<file path="config.mk">
export PLATFORM = sky130hd
export DESIGN_NAME = fifo_pkt_reader
export DESIGN_NICKNAME = d
export VERILOG_FILES = /design/src/rtl/fifo_pkg.sv /design/src/rtl/skid_buf2.sv /design/src/rtl/fifo_pkt_reader.sv
export SDC_FILE = /design/constraint.sdc
export NUM_CORES = 1
export LEC_CHECK = 0
export ABC_AREA = 0
export BUFFER_PORTS_ARGS = -buffer_cell sky130_fd_sc_hd__buf_2
export CORE_MARGIN = 2
export CORE_UTILIZATION = 30
export CTS_BUF_LIST = sky130_fd_sc_hd__clkbuf_2 sky130_fd_sc_hd__clkbuf_4 sky130_fd_sc_hd__clkbuf_8
export DETAILED_ROUTE_END_ITERATION = 7
export SETUP_SLACK_MARGIN = 0.4
export SYNTH_ARGS = -nofsm -noshare
export SYNTH_HDL_FRONTEND = slang
export SYNTH_SLANG_ARGS = --single-unit
</file>
<file path="constraint.sdc">
create_clock -name clk -period 6.9 [get_ports clk]
set_clock_uncertainty 0.1 [all_clocks]
set_input_delay 0 -clock clk [delete_from_list [all_inputs] [get_ports clk]]
set_output_delay 0 -clock clk [all_outputs]
set_load 0.01 [all_outputs]
</file>
<file path="src/rtl/fifo_pkg.sv">
// Shared types and defaults for the FIFO packet reader.
package fifo_pkg;

   localparam int unsigned DEF_WIDTH   = 8;
   localparam int unsigned DEF_PKT_LEN = 4;

   typedef enum logic [1:0] {
      IDLE   = 2'd0,
      RUN    = 2'd1,
      FINISH = 2'd2
   } rd_state_t;

   typedef struct packed {
      logic [DEF_WIDTH-1:0] data;
      logic                 last;
   } buf_entry_t;

endpackage

</file>
<file path="src/rtl/skid_buf2.sv">
// Two-entry valid/ready output buffer with push/occupancy interface.
module skid_buf2
   import fifo_pkg::*;
#(
   parameter type entry_t = buf_entry_t
) (
   input  logic       clk,
   input  logic       rst,
   input  logic       clr,
   input  logic       push,
   input  entry_t     push_entry,
   input  logic       ready,
   output logic       valid,
   output entry_t     head,
   output logic [1:0] cnt
);

   entry_t     tail;
   entry_t     head_nxt;
   entry_t     tail_nxt;
   logic [1:0] cnt_nxt;
   logic       deq_c;

   assign deq_c = valid & ready;

   // Head always holds the oldest beat; tail only fills when head is occupied.
   always_comb begin
      head_nxt = head;
      tail_nxt = tail;
      cnt_nxt  = cnt;
      case ({push, deq_c})
         2'b10: begin
            if (cnt == 2'd0) head_nxt = push_entry;
            else             tail_nxt = push_entry;
            cnt_nxt = cnt + 2'd1;
         end
         2'b01: begin
            head_nxt = tail;
            cnt_nxt  = cnt - 2'd1;
         end
         2'b11: begin
            if (cnt == 2'd1) begin
               head_nxt = push_entry;
            end else begin
               head_nxt = tail;
               tail_nxt = push_entry;
            end
         end
         default: ;
      endcase
   end

   always_ff @(posedge clk) begin
      if (rst) begin
         head  <= '0;
         tail  <= '0;
         cnt   <= 2'd0;
         valid <= 1'b0;
      end else if (clr) begin
         cnt   <= 2'd0;
         valid <= 1'b0;
      end else begin
         head  <= head_nxt;
         tail  <= tail_nxt;
         cnt   <= cnt_nxt;
         valid <= (cnt_nxt != 2'd0);
      end
   end

endmodule

</file>
<file path="src/rtl/fifo_pkt_reader.sv">
// Pops a FIFO into a valid/ready stream, grouping beats into fixed-length packets.
module fifo_pkt_reader
   import fifo_pkg::*;
#(
   parameter int unsigned WIDTH   = DEF_WIDTH,
   parameter int unsigned PKT_LEN = DEF_PKT_LEN,
   parameter int unsigned CNT_W   = 16
) (
   input  logic             clk,
   input  logic             rst,
   input  logic             en,
   input  logic             flush,
   input  logic             fifo_empty,
   input  logic [WIDTH-1:0] fifo_rd,
   output logic             fifo_pop,
   output logic             m_valid,
   input  logic             m_ready,
   output logic [WIDTH-1:0] m_data,
   output logic             m_last,
   output logic             busy,
   output logic [CNT_W-1:0] pkt_count
);

   localparam int unsigned PKT_B = $clog2(PKT_LEN) + 1;

   typedef struct packed {
      logic [WIDTH-1:0] data;
      logic             last;
   } entry_t;

   rd_state_t        state;
   rd_state_t        state_nxt;
   logic [PKT_B-1:0] eb;
   logic [PKT_B-1:0] eb_nxt;
   logic             last_beat;
   logic [1:0]       cnt;
   entry_t           push_entry;
   entry_t           head;

   assign last_beat  = (eb == PKT_B'(PKT_LEN - 1));
   assign push_entry = '{data: fifo_rd, last: last_beat};
   assign m_data     = head.data;
   assign m_last     = head.last;

   // Leaving RUN looks at the post-pop beat index so a pop in the same cycle
   // as en falling still gets its packet completed.
   always_comb begin
      state_nxt = state;
      eb_nxt    = eb;
      fifo_pop  = 1'b0;
      if ((state == RUN || state == FINISH) && !fifo_empty && (cnt < 2'd2) && !flush && !rst)
         fifo_pop = 1'b1;
      if (fifo_pop)
         eb_nxt = last_beat ? '0 : eb + PKT_B'(1);
      case (state)
         IDLE:    if (en) state_nxt = RUN;
         RUN:     if (!en) state_nxt = (eb_nxt == '0) ? IDLE : FINISH;
         FINISH:  if (fifo_pop && last_beat) state_nxt = IDLE;
         default: state_nxt = IDLE;
      endcase
   end

   always_ff @(posedge clk) begin
      if (rst) begin
         state     <= IDLE;
         eb        <= '0;
         busy      <= 1'b0;
         pkt_count <= '0;
      end else if (flush) begin
         state <= IDLE;
         eb    <= '0;
         busy  <= 1'b0;
      end else begin
         state <= state_nxt;
         eb    <= eb_nxt;
         busy  <= (state_nxt != IDLE);
         if (m_valid && m_ready && m_last)
            pkt_count <= pkt_count + CNT_W'(1);
      end
   end

   skid_buf2 #(
      .entry_t (entry_t)
   ) u_buf (
      .clk        (clk),
      .rst        (rst),
      .clr        (flush),
      .push       (fifo_pop),
      .push_entry (push_entry),
      .ready      (m_ready),
      .valid      (m_valid),
      .head       (head),
      .cnt        (cnt)
   );

endmodule

</file>
# [Word-level counts from Yosys, hierarchy flattened]
# Cells that the tools add are included.
[word_totals] register_bits=43 inputBits=14 elab_cells=64
[op_classes] n_addsub=4 magnitude_cmp=1 eq_ne=10 n_mux=15 n_bitwise=2 reduce_logical=22
[ops] operator="2-to-1 mux 9 bit" count=4
[ops] operator="case mux 9 bit (3 select lines)" count=1
[ops] operator="case mux 9 bit (2 select lines)" count=1
[ops] operator="adder 16 x 1 -> 16 bit, second input constant" count=1
[ops] operator="2-to-1 mux 2 bit" count=4
[ops] operator="logical AND 1 bit" count=7
[ops] operator="equality test 2 x 1 -> 1 bit, second input constant" count=3
[ops] operator="equality test 2 bit, second input constant" count=3
[ops] operator="2-to-1 mux 3 bit" count=2
[ops] operator="case mux 2 bit (3 select lines)" count=1
[ops] operator="nonzero test 2 bit" count=3
[ops] operator="zero test 2 bit" count=2
[ops] operator="inequality test 2 bit, second input constant" count=2
[ops] operator="case mux 2 bit (2 select lines)" count=1
[ops] operator="AND reduction 4 bit" count=1
[ops] operator="adder 3 x 1 -> 3 bit, second input constant" count=1
[ops] operator="equality test 3 x 2 -> 1 bit, second input constant" count=1
[ops] operator="zero test 1 bit" count=3
[ops] operator="zero test 3 bit" count=1
[ops] operator="AND reduction 3 bit" count=1
[ops] operator="nonzero test 3 bit" count=1
[ops] operator="adder 2 x 1 -> 2 bit, second input constant" count=1
[ops] operator="less-than comparator 2 bit, second input constant" count=1
[ops] operator="inequality test 2 x 1 -> 1 bit, second input constant" count=1
[ops] operator="7 further kinds" count=7

# [Longest topological paths before layout]
# Gate-level depths: netlist of the first run.
[logic_depth] ltp_word=13 depth_mapped=10 depth_no_buf=10

# [Modules after synthesis]
# A second synthesis of the first run with hierarchy kept.
[unflattened] hier_cells=244 area_unflattened_um2=2322.2
[by_module_without_submodules] module="skid_buf2" instances=1 cells_each=121 area_per_inst_um2=1178.6
[by_module_without_submodules] module="fifo_pkt_reader" instances=1 cells_each=123 area_per_inst_um2=1143.6

# [Worst setup path after synthesis of the first run]
# Ideal clock, no wire load.
[synth_path] path_type="register to register" from="register state[0]" to="register u_buf.head[0] (netlist name)" setup_ns=0.132 arrival_ns=2.352 slack_ns=4.317 path_stages_with_launch=11 path_buffers=1 path_cell_list="dfxtp_1 inv_1 ha_1 or3b_1 nor2_2 inv_2 ha_1 or3_1 clkbuf_1 a221oi_1 nor3_1"
[synth_via] elab_chain_len=10
[synth_lines] element="from (decl)" line="fifo_pkt_reader.sv:31" text="rd_state_t state;"
[synth_lines] element="from (signal assigned)" line="fifo_pkt_reader.sv:74" text="state <= state_nxt;"
[synth_lines] element="equality test 2 x 1 -> 1 bit or equality test 2 bit (tied branches)" line="fifo_pkt_reader.sv:51" text="if ((state == RUN || state == FINISH) && !fifo_empty && (cnt < 2'd2) && !flush && !rst)"
[synth_lines] element="logical OR 1 bit (*)" line="fifo_pkt_reader.sv:51"
[synth_lines] element="logical AND 1 bit (*) (4 in a row)" line="fifo_pkt_reader.sv:51"
[synth_lines] element="2-to-1 mux 1 bit (*)" line="fifo_pkt_reader.sv:51"
[synth_lines] element="named net fifo_pop" line="fifo_pkt_reader.sv:15" text="output logic fifo_pop,"
[synth_lines] element="equality test 2 bit or equality test 2 x 1 -> 1 bit (tied branches)" line="skid_buf2.sv:31" text="case ({push, deq_c})"
[synth_lines] element="inequality test 2 x 1 -> 1 bit (no source line) or nonzero test 3 bit (tied branches)"
[synth_lines] element="AND reduction 3 bit (no source line)"
# The timed path passes the listed nets; every way through them passes the cells marked *.
# A chain may end at the register's enable or synchronous reset.

# [Worst setup path in the final report of the first run]
[layout_path] from="register state[0]" to="register u_buf.head[8] (netlist name)"
[layout_via] elab_chain_len=10
[layout_lines] element="equality test 2 x 1 -> 1 bit or equality test 2 bit (tied branches)" line="fifo_pkt_reader.sv:51"
[layout_lines] element="logical OR 1 bit (*)" line="fifo_pkt_reader.sv:51"
[layout_lines] element="logical AND 1 bit (*) (4 in a row)" line="fifo_pkt_reader.sv:51"
[layout_lines] element="2-to-1 mux 1 bit (*)" line="fifo_pkt_reader.sv:51"
[layout_lines] element="equality test 2 bit or equality test 2 x 1 -> 1 bit (tied branches)" line="skid_buf2.sv:31"
[layout_lines] element="inequality test 2 x 1 -> 1 bit (no source line) or nonzero test 3 bit (tied branches)"
[layout_lines] element="AND reduction 3 bit (no source line)"
# Every way passes the cells marked *; elsewhere a longest branch is shown, timed or not.

==> flow_metrics.py, run 1 <==
metrics = {
    "outcome": {
        "status": "finished, final reports clean",
    },
    "routing": {
        "dr.pass1.iters": 5,
        "wl_per_cell_microns": 12.7,
        "antenna_left": 0,
        "avgViaCountPerCell": 4.98,
        "drc_errors": 0,
        "drt_iter0_drc": 39,
        "vias": 1796,
        "wirelength_microns": 4570,
    },
    "synth": {
        "syn_area_sq_um": 2090,
        "synthesis.nets": 255,
        "ys_ff_latch": 43,
        "yosys.area.top_type_share": 0.412,
        "synth_warnings": 0,
        "yosysTopAreaCell": "dfxtp_1",
        "syn_avg_cell_area_sq_um": 9.13,
        "synth_cell_types": 44,
        "synth-seq-area-share": 0.412,
        "synthTopCellsByArea": "dfxtp_1, ha_1, nor2_1",
        "synth_cells": 229,
    },
    "clock_tree": {
        "cts_buffers": 5,
        "cts_root_buf": "clkbuf_8",
        "clock-sinks": 43,
        "cts.path.max_buffers": 2,
        "cts.clk_slew.worst_paths_ps": 80,
        "cts_tree": "yes",
        "clock_latency_ps": 290,
        "htreeDepth": 2,
    },
    "timing": {
        "finalSetupViolCount": 0,
        "min_period_over_period": 0.421,
        "tightestPinTransition_ps": 1050,
        "finalHoldViolCount": 0,
        "slew_viol_final": 0,
        "finalSetupTns_ps": 0,
        "finalCriticalPeriod_ps": 2900,
        "worst_slack_ps": 4000,
        "rsz0062_at_grt": "false",
        "fmax_mhz": 345,
        "max-slew-margin-rel": 0.294,
    },
    "job": {
        "drv_cap": 0,
    },
    "layout": {
        "final_cell_mix": "dfxtp_1, buf_2, nor2_1",
        "drive_above_1_share": 0.214,
        "nets": 306,
        "n_antenna_cell": 0,
        "layout_commonest_cell": "dfxtp_1",
        "syn_to_final_growth_pct": 23.5,
    },
    "grt": {
        "grt_pass1_wl_microns": 7470,
        "grt_start_max_net_pins": 42,
        "grt_pass1_vias": 1637,
        "grt_overflow": 0,
        "grt_usage": 0.124,
        "antenna_found_initial": 0,
    },
    "min_path": {
        "min_path_type": "input pin to flip-flop",
    },
    "die": {
        "io_pins": 42,
        "die_w_microns": 87.5,
        "start_util": 0.309,
        "rows": 30,
        "fp.dieArea_sq_um": 7650,
        "die_h_microns": 87.5,
        "fp.coreArea_sq_um": 6760,
    },
    "placement": {
        "io_buffers": 41,
        "place_ws_ps": 3990,
        "gp_congestion": 0.795,
        "dpl.hpwl_microns": 3290,
    },
    "power_and_ir_drop": {
        "vdd_ir_drop_max_mv": 0.0753,
        "power.density_nw_per_um2": 183,
        "p_leak_nw": 1.17,
    },
    "worst_setup_path": {
        "required_ps": 7010,
        "critPathLaunchType": "flip-flop",
        "cp_max_fo": 9,
        "path_class": "flip-flop to flip-flop",
        "cp_data_arrival_time_ps": 3010,
        "endpoint_kind": "flip-flop",
    },
}
## Yosys cell counts, drive strengths merged
library cell and number:
a211oi 1, a21o 1, a21oi 12, a221oi 9
a31o 2, a31oi 1, and3 2, and4 2
and4b 1, buf 6, clkbuf 2, dfxtp 43
ha 12, inv 12, maj3 1, mux2 3
mux2i 11, nand2 10, nand2b 4, nand3 4
nand4 4, nand4b 1, nor2 36, nor2b 5
nor3 14, nor3b 1, nor4 3, nor4b 1
o211ai 3, o21ai 4, o311ai 1, or2 3
or3 3, or3b 1, or4 1, xnor2 6
xor2 3
## report_power, final
| part | internal (W) | switching (W) |
|---|---|---|
| sequential | 0.000249 | 0.00000104 |
| clock | 0.000108 | 0.0000883 |
| combinational | 0.0000117 | 0.0000135 |
## stage by stage
stage	utilization	cell area (sq um)	power, W	hold WS (ps)	std cells
after detailed placement	0.351	2370	0.000278	166	343
after floorplan	-	2090	0.000268	43.9	229
after CTS	0.382	2580	0.000480	42.0	361
after global placement	0.351	2370	0.000277	158	343
final	0.382	2580	0.000472	50.5	361
after global routing	0.382	2580	0.000493	78.1	361
## final cells by class
type / count / area, sq um
clock buffers: 5 / 68.8
clock inverters: 3 / 43.8
fillers: 705 / 4170
inverters: 12 / 45.0
multi-input cells: 166 / 1150
flip-flops and latches: 43 / 861
well taps: 80 / 100
repair buffers: 52 / 313
## final timing paths
path / start / to / slack, ps / depth (start not counted)
min reg2reg: eb[2] / eb[2] / 370 / 2
max reg2reg: state[0] / u_buf.head[8] / 4000 / 9
min: en / busy / 50 / 4
max: state[0] / u_buf.head[8] / 4000 / 9
## timing repair
item                                   CTS  global route
gates resized for setup                  0             0
endpoints found under the hold margin   18             0
hold buffers                            10             0
setup buffers                            0             0
## layer usage
metal,track usage,part of all wire,up-vias
met3,0.0313,0.041,7
met5,0,0,-
met1,0.155,0.46,831
li1,-,-,913
met2,0.209,0.48,45
met4,0.0420,0.019,0
## worst max-delay path, stage by stage, from the launching register on
cell	delay [ps]
dfxtp_1	380
inv_1	80
ha_1	280
or3b_1	430
nor2_2	190
ha_1	230
nand2b_1	70
a21oi_1	660
a221oi_1	210
nor3_1	200
## kinds of logic (layout without fill, tap and decap cells)
logic type,after synthesis,count (layout),synth area share
mux,14,14,0.0706
xor+xnor,9,9,0.0377
compound gates,34,34,0.110
buf+inv,20,72,0.0377
flops,43,43,0.412
fa+ha+maj,13,13,0.0766
simple gates,96,96,0.256
## state kept, by name, summed over array words and instances (netlist names)
name and cells:
busy 1, pkt_count 16, u_buf.head 9, u_buf.tail 9
eb 3, u_buf.cnt 2, state 2, u_buf.valid 1
(Power assumes the default switching activity.)
==> inputs of run 2 (changes only) <==
==> constraint.sdc (replaced) <==
create_clock -name clk -period 2.9 [get_ports clk]
set_clock_uncertainty 0.1 [all_clocks]
set_input_delay 0 -clock clk [delete_from_list [all_inputs] [get_ports clk]]
set_output_delay 0 -clock clk [all_outputs]
set_load 0.01 [all_outputs]
==> run 2 against run 1 <==
Register-to-register slack lost 3500 ps. Wire length is 6.2% higher. First-iteration DRC count grew 31%. Flip-flop and latch count is the same. Global-route usage rose by 0.14 points. Clock-buffer cell count did not move. Utilization rose by 2.4 points. Clock power up 110%. Die area unchanged. Highest routed layer unchanged.
==> flow_metrics.py, run 2 (synthesized netlist as in run 1, its figures left out) <==
metrics = {
    "worst_setup_path": {
        "endpoint_kind": "flip-flop",
        "cp_top_family": "simple AND/OR/NAND/NOR gates",
        "required_ps": 2990,
        "cp_max_fo": 5,
        "path_class": "flip-flop to flip-flop",
        "crit_buf_inv": 2,
        "crit_chain": "inv_1 > ha_1 > or3b_4 > nor2_4 > inv_2 > ha_4 > or3_4 > a221oi_2 > nor3_1",
        "slowest_delay_ps": 440,
        "critPathLaunchType": "flip-flop",
        "cp_slowest_cell": "or3_4",
        "cp_data_arrival_time_ps": 2530,
        "r2r_cells": 9,
        "cp_num_cells": 9,
    },
    "grt": {
        "met1_usage": 0.154,
        "grt_overflow": 0,
        "grt_pass1_wl_microns": 7650,
        "met3_usage": 0.0408,
        "grt_usage": 0.126,
        "grt_pass1_vias": 1730,
        "grt_start_max_net_pins": 41,
        "grtUsageMet2": 0.207,
        "grt_busiest_layer": "met2",
        "antenna_found_initial": 0,
    },
    "routing": {
        "vias": 1846,
        "drt_iter0_drc": 51,
        "wirelength_microns": 4850,
        "avgViaCountPerCell": 5.03,
        "wl_per_cell_microns": 13.2,
        "antenna_left": 0,
        "drc_errors": 0,
        "dr.pass1.iters": 4,
    },
    "power_and_ir_drop": {
        "seqPwrFrac": 0.557,
        "vdd_ir_drop_max_mv": 0.189,
        "swShare": 0.250,
        "combinationalPowerShare": 0.065,
        "power.density_nw_per_um2": 390,
        "p_leak_nw": 1.22,
        "p_int_w": 0.000803,
        "p_switching_w": 0.000268,
        "clkPwrFrac": 0.378,
    },
    "placement": {
        "io_buffers": 41,
        "gp_congestion": 0.803,
        "place_inst": 344,
        "dpl.hpwl_microns": 3300,
    },
    "layout": {
        "nets": 312,
        "multi_input_area_sq_um": 1280,
        "syn_to_final_growth_pct": 31.4,
        "seq_area_sq_um": 863,
        "final_cell_mix": "dfxtp_1, buf_2, nor2_1",
        "regMostFlops": "pkt_count",
        "n_antenna_cell": 0,
        "reg_top3": "pkt_count: 16 flops, u_buf.head: 9 flops, u_buf.tail: 9 flops",
        "fin_util": 0.407,
        "fill_cells": 703,
        "drive_above_1_share": 0.303,
        "stdcell_count": 367,
        "largest_register_ffs": 16,
    },
    "timing": {
        "finalSetupTns_ps": 0,
        "finalHoldViolCount": 0,
        "rsz0062_at_grt": "false",
        "hold-worst-slack_ps": 19.7,
        "max-slew-margin-rel": 0.692,
        "fmax_mhz": 409,
        "finalCriticalPeriod_ps": 2440,
        "min_period_over_period": 0.843,
        "finalSetupViolCount": 0,
        "tightestPinTransition_ps": 461,
        "slew_viol_final": 0,
    },
    "die": {
        "io_pins": 42,
        "die_h_microns": 87.5,
        "rows": 30,
        "fp.coreArea_sq_um": 6760,
        "die_w_microns": 87.5,
        "start_util": 0.309,
        "fp.dieArea_sq_um": 7650,
    },
    "clock_tree": {
        "clock_latency_ps": 300,
        "cts_root_buf": "clkbuf_8",
        "cts_tree": "yes",
        "cts.path.max_buffers": 2,
        "htreeDepth": 2,
        "cts.clk_slew.worst_paths_ps": 100,
        "clock-sinks": 43,
        "cts_buffers": 5,
    },
    "job": {
        "drv_cap": 0,
    },
    "min_path": {
        "min_path_type": "input pin to flip-flop",
        "worstHoldPathCells": 4,
    },
    "outcome": {
        "status": "finished, final reports clean",
    },
}
-- run 2: final cells by class --
| class | count | area share |
|---|---|---|
| repair buffers | 57 | 0.132 |
| clock inverters | 3 | 0.00956 |
| flip-flops and latches | 43 | 0.314 |
| multi-input cells | 167 | 0.466 |
| clock buffers | 5 | 0.0250 |
| well taps | 80 | 0.0364 |
| inverters | 12 | 0.0164 |
-- run 2: through the flow --
stage / worst slack (ps) / power (W) / instance area (sq um)
after detailed placement: 119 / 0.000663 / 2380
after global placement: 216 / 0.000662 / 2380
after CTS: 402 / 0.00108 / 2590
after global routing: 353 / 0.00113 / 2750
after floorplan: 409 / 0.000640 / 2100
final: 456 / 0.00107 / 2750
-- run 2: power groups by stage --
stage	Clock (W)	Combinational, W	Sequential [W]
after floorplan	0	0.0000290	0.000611
after global placement	0	0.0000519	0.000610
after detailed placement	0	0.0000527	0.000610
after CTS	0.000420	0.0000634	0.000596
after global routing	0.000451	0.0000774	0.000597
final	0.000405	0.0000698	0.000596
-- run 2: timing repair --
| item | CTS | global route |
|---|---|---|
| resized for setup | 4 | 21 |
| pin swaps | 0 | 3 |
| buffers inserted | 0 | 4 |
| setup endpoints to repair | 9 | 15 |
| cloned | 0 | 1 |
| hold buffers | 10 | 0 |
| hold endpoints to repair | 18 | 0 |
-- run 2: worst min-delay path: cells and delay by family --
kind / cells / cell delay (ps)
AOI/OAI and AO/OA: 2 / 210
buffers and inverters: 2 / 180
-- run 2: path summary, 6_finish.rpt --
path,end,startpoint,slack (ps)
setup reg to reg,u_buf.head[2],state[1],460
hold / removal,state[0],en,20
hold reg to reg,eb[2],eb[2],370
setup / recovery,u_buf.head[2],state[1],460
-- run 2: per-layer routing --
metal / up-vias / share of wire
li1: 928 / -
met1: 857 / 0.46
met2: 56 / 0.46
met3: 5 / 0.060
met4: 0 / 0.014
met5: - / 0
==> inputs of run 3 (changes only) <==
==> constraint.sdc (replaced) <==
create_clock -name clk -period 2.5 [get_ports clk]
set_clock_uncertainty 0.1 [all_clocks]
set_input_delay 0 -clock clk [delete_from_list [all_inputs] [get_ports clk]]
set_output_delay 0 -clock clk [all_outputs]
set_load 0.01 [all_outputs]
==> run 3 against run 2 <==
Cell area is 6.2% higher. Cell count is 3.3% higher. Global-route usage is 1.5 points higher. Setup slack worse by 350 ps. Hold slack hardly changed. Via count is 0.43% higher. Clock power is 11% higher. Combinational power is 25% higher. Flip-flop and latch count stayed put. Die area stayed put.
==> flow_metrics.py, run 3 (synthesized netlist as in run 1, its figures left out) <==
metrics = {
    "grt": {
        "grt_pass1_wl_microns": 8430,
        "antenna_found_initial": 0,
        "grt_overflow": 0,
        "grt_pass1_vias": 1775,
        "grt_usage": 0.140,
        "grt_start_max_net_pins": 41,
    },
    "clock_tree": {
        "cts.path.max_buffers": 2,
        "clock-sinks": 43,
        "cts_root_buf": "clkbuf_8",
        "cts_tree": "yes",
        "cts.clk_slew.worst_paths_ps": 80,
        "htreeDepth": 2,
        "clock_latency_ps": 300,
        "cts_buffers": 5,
    },
    "layout": {
        "fin_util": 0.432,
        "regMostFlops": "pkt_count",
        "syn_to_final_growth_pct": 39.6,
        "nets": 325,
        "n_antenna_cell": 0,
        "drive_above_1_share": 0.355,
        "reg_top3": "pkt_count: 16 flops, u_buf.head: 9 flops, u_buf.tail: 9 flops",
        "largest_register_ffs": 16,
        "final_cell_mix": "dfxtp_1, buf_2, nor2_1",
    },
    "power_and_ir_drop": {
        "p_leak_nw": 1.28,
        "seqPwrFrac": 0.563,
        "combinationalPowerShare": 0.071,
        "power.density_nw_per_um2": 420,
        "clkPwrFrac": 0.365,
        "vdd_ir_drop_max_mv": 0.188,
        "swShare": 0.228,
        "p_switching_w": 0.000280,
        "power_w": 0.00123,
        "p_int_w": 0.000947,
    },
    "die": {
        "fp.dieArea_sq_um": 7650,
        "fp.coreArea_sq_um": 6760,
        "die_h_microns": 87.5,
        "start_util": 0.309,
        "rows": 30,
        "io_pins": 42,
        "die_w_microns": 87.5,
    },
    "timing": {
        "finalSetupViolCount": 0,
        "finalCriticalPeriod_ps": 2390,
        "slew_viol_final": 0,
        "tightestPinTransition_ps": 787,
        "max-slew-margin-rel": 0.468,
        "rsz0062_at_grt": "true",
        "finalHoldViolCount": 0,
        "fmax_mhz": 418,
        "min_period_over_period": 0.957,
    },
    "worst_setup_path": {
        "required_ps": 2570,
        "path_class": "flip-flop to flip-flop",
        "cp_max_fo": 4,
        "critPathLaunchType": "flip-flop",
        "cp_data_arrival_time_ps": 2460,
        "endpoint_kind": "flip-flop",
    },
    "routing": {
        "dr.pass1.iters": 4,
        "wl_per_cell_microns": 13.5,
        "vias": 1854,
        "avgViaCountPerCell": 4.89,
        "wirelength_microns": 5110,
        "drc_errors": 0,
        "drt_iter0_drc": 53,
        "antenna_left": 0,
    },
    "placement": {
        "io_buffers": 41,
        "dpl.hpwl_microns": 3500,
        "gp_congestion": 0.785,
    },
    "min_path": {
        "min_path_type": "input pin to flip-flop",
    },
    "job": {
        "drv_cap": 0,
    },
    "outcome": {
        "status": "finished, final reports clean",
    },
}
run 3: cell count changes in the layout (fill, tap and decap cells not counted), moves of 2 or more:
cell / before / now
buf_4: 5 / 16
buf_6: 0 / 4
ha_4: 1 / 5
ha_1: 10 / 7
inv_6: 2 / 0
run 3: timing repair:
item | 4_1_cts | 5_1_grt
pin swaps | 8 | 6
buffers inserted | 4 | 1
endpoints found under the setup margin | 21 | 23
gates cloned | 1 | 0
hold buffers | 9 | 0
resized for setup | 17 | 6
endpoints found under the hold margin | 18 | 0
run 3: cell type report:
cell class                      count  area, sq um
Fill cell                         692         3840
Timing Repair Buffer               71          480
Multi-Input combinational cell    166         1340
Clock buffer                        6         82.6
Sequential cell                    43          863
Clock inverter                      1         5.00
Tap cell                           80          100
Inverter                           12         45.0
run 3: through the flow:
| stage | cell area [sq um] | setup TNS (ps) | worst slack [ps] | instances | hold WS, ps |
|---|---|---|---|---|---|
| final | 2920 | 0 | 108 | 379 | 19.5 |
| after global routing | 2920 | 0 | 30.3 | 379 | 21.2 |
| after CTS | 2880 | 0 | 140 | 378 | 9.42 |
| after detailed placement | 2570 | -1230 | -163 | 357 | 174 |
| after global placement | 2570 | -680 | -79.4 | 357 | 164 |
| after floorplan | 2200 | 0 | 85.0 | 229 | 43.9 |
run 3: worst paths after layout:
kind         depth (start not counted)            end     start  slack (ps)
min                                  4          eb[2]     flush          20
max                                 10  u_buf.head[6]  state[0]         110
min reg2reg                          2          eb[2]     eb[2]         370
max reg2reg                         10  u_buf.head[6]  state[0]         110
run 3: power groups by stage:
stage	Clock [W]	Sequential, W	Combinational (W)
CTS	0.000466	0.000691	0.0000848
floorplan	0	0.000709	0.0000360
global route	0.000503	0.000692	0.0000961
detailed placement	0	0.000707	0.0000701
finish	0.000448	0.000691	0.0000875
global placement	0	0.000707	0.0000693
run 3: critical path, cell delays in order, from the launching register on:
cell	delay [ps]
dfxtp_2	340
inv_2	50
ha_4	250
or3b_4	390
nor2_4	110
inv_2	60
ha_4	160
or3_4	400
buf_6	150
a221oi_4	190
nor3_1	70
run 3: layer usage:
metal,track usage,share of wire,vias up
met1,0.168,0.43,867
met3,0.0360,0.035,12
met2,0.242,0.50,26
met5,0,0,-
li1,-,-,949
met4,0.0503,0.026,0
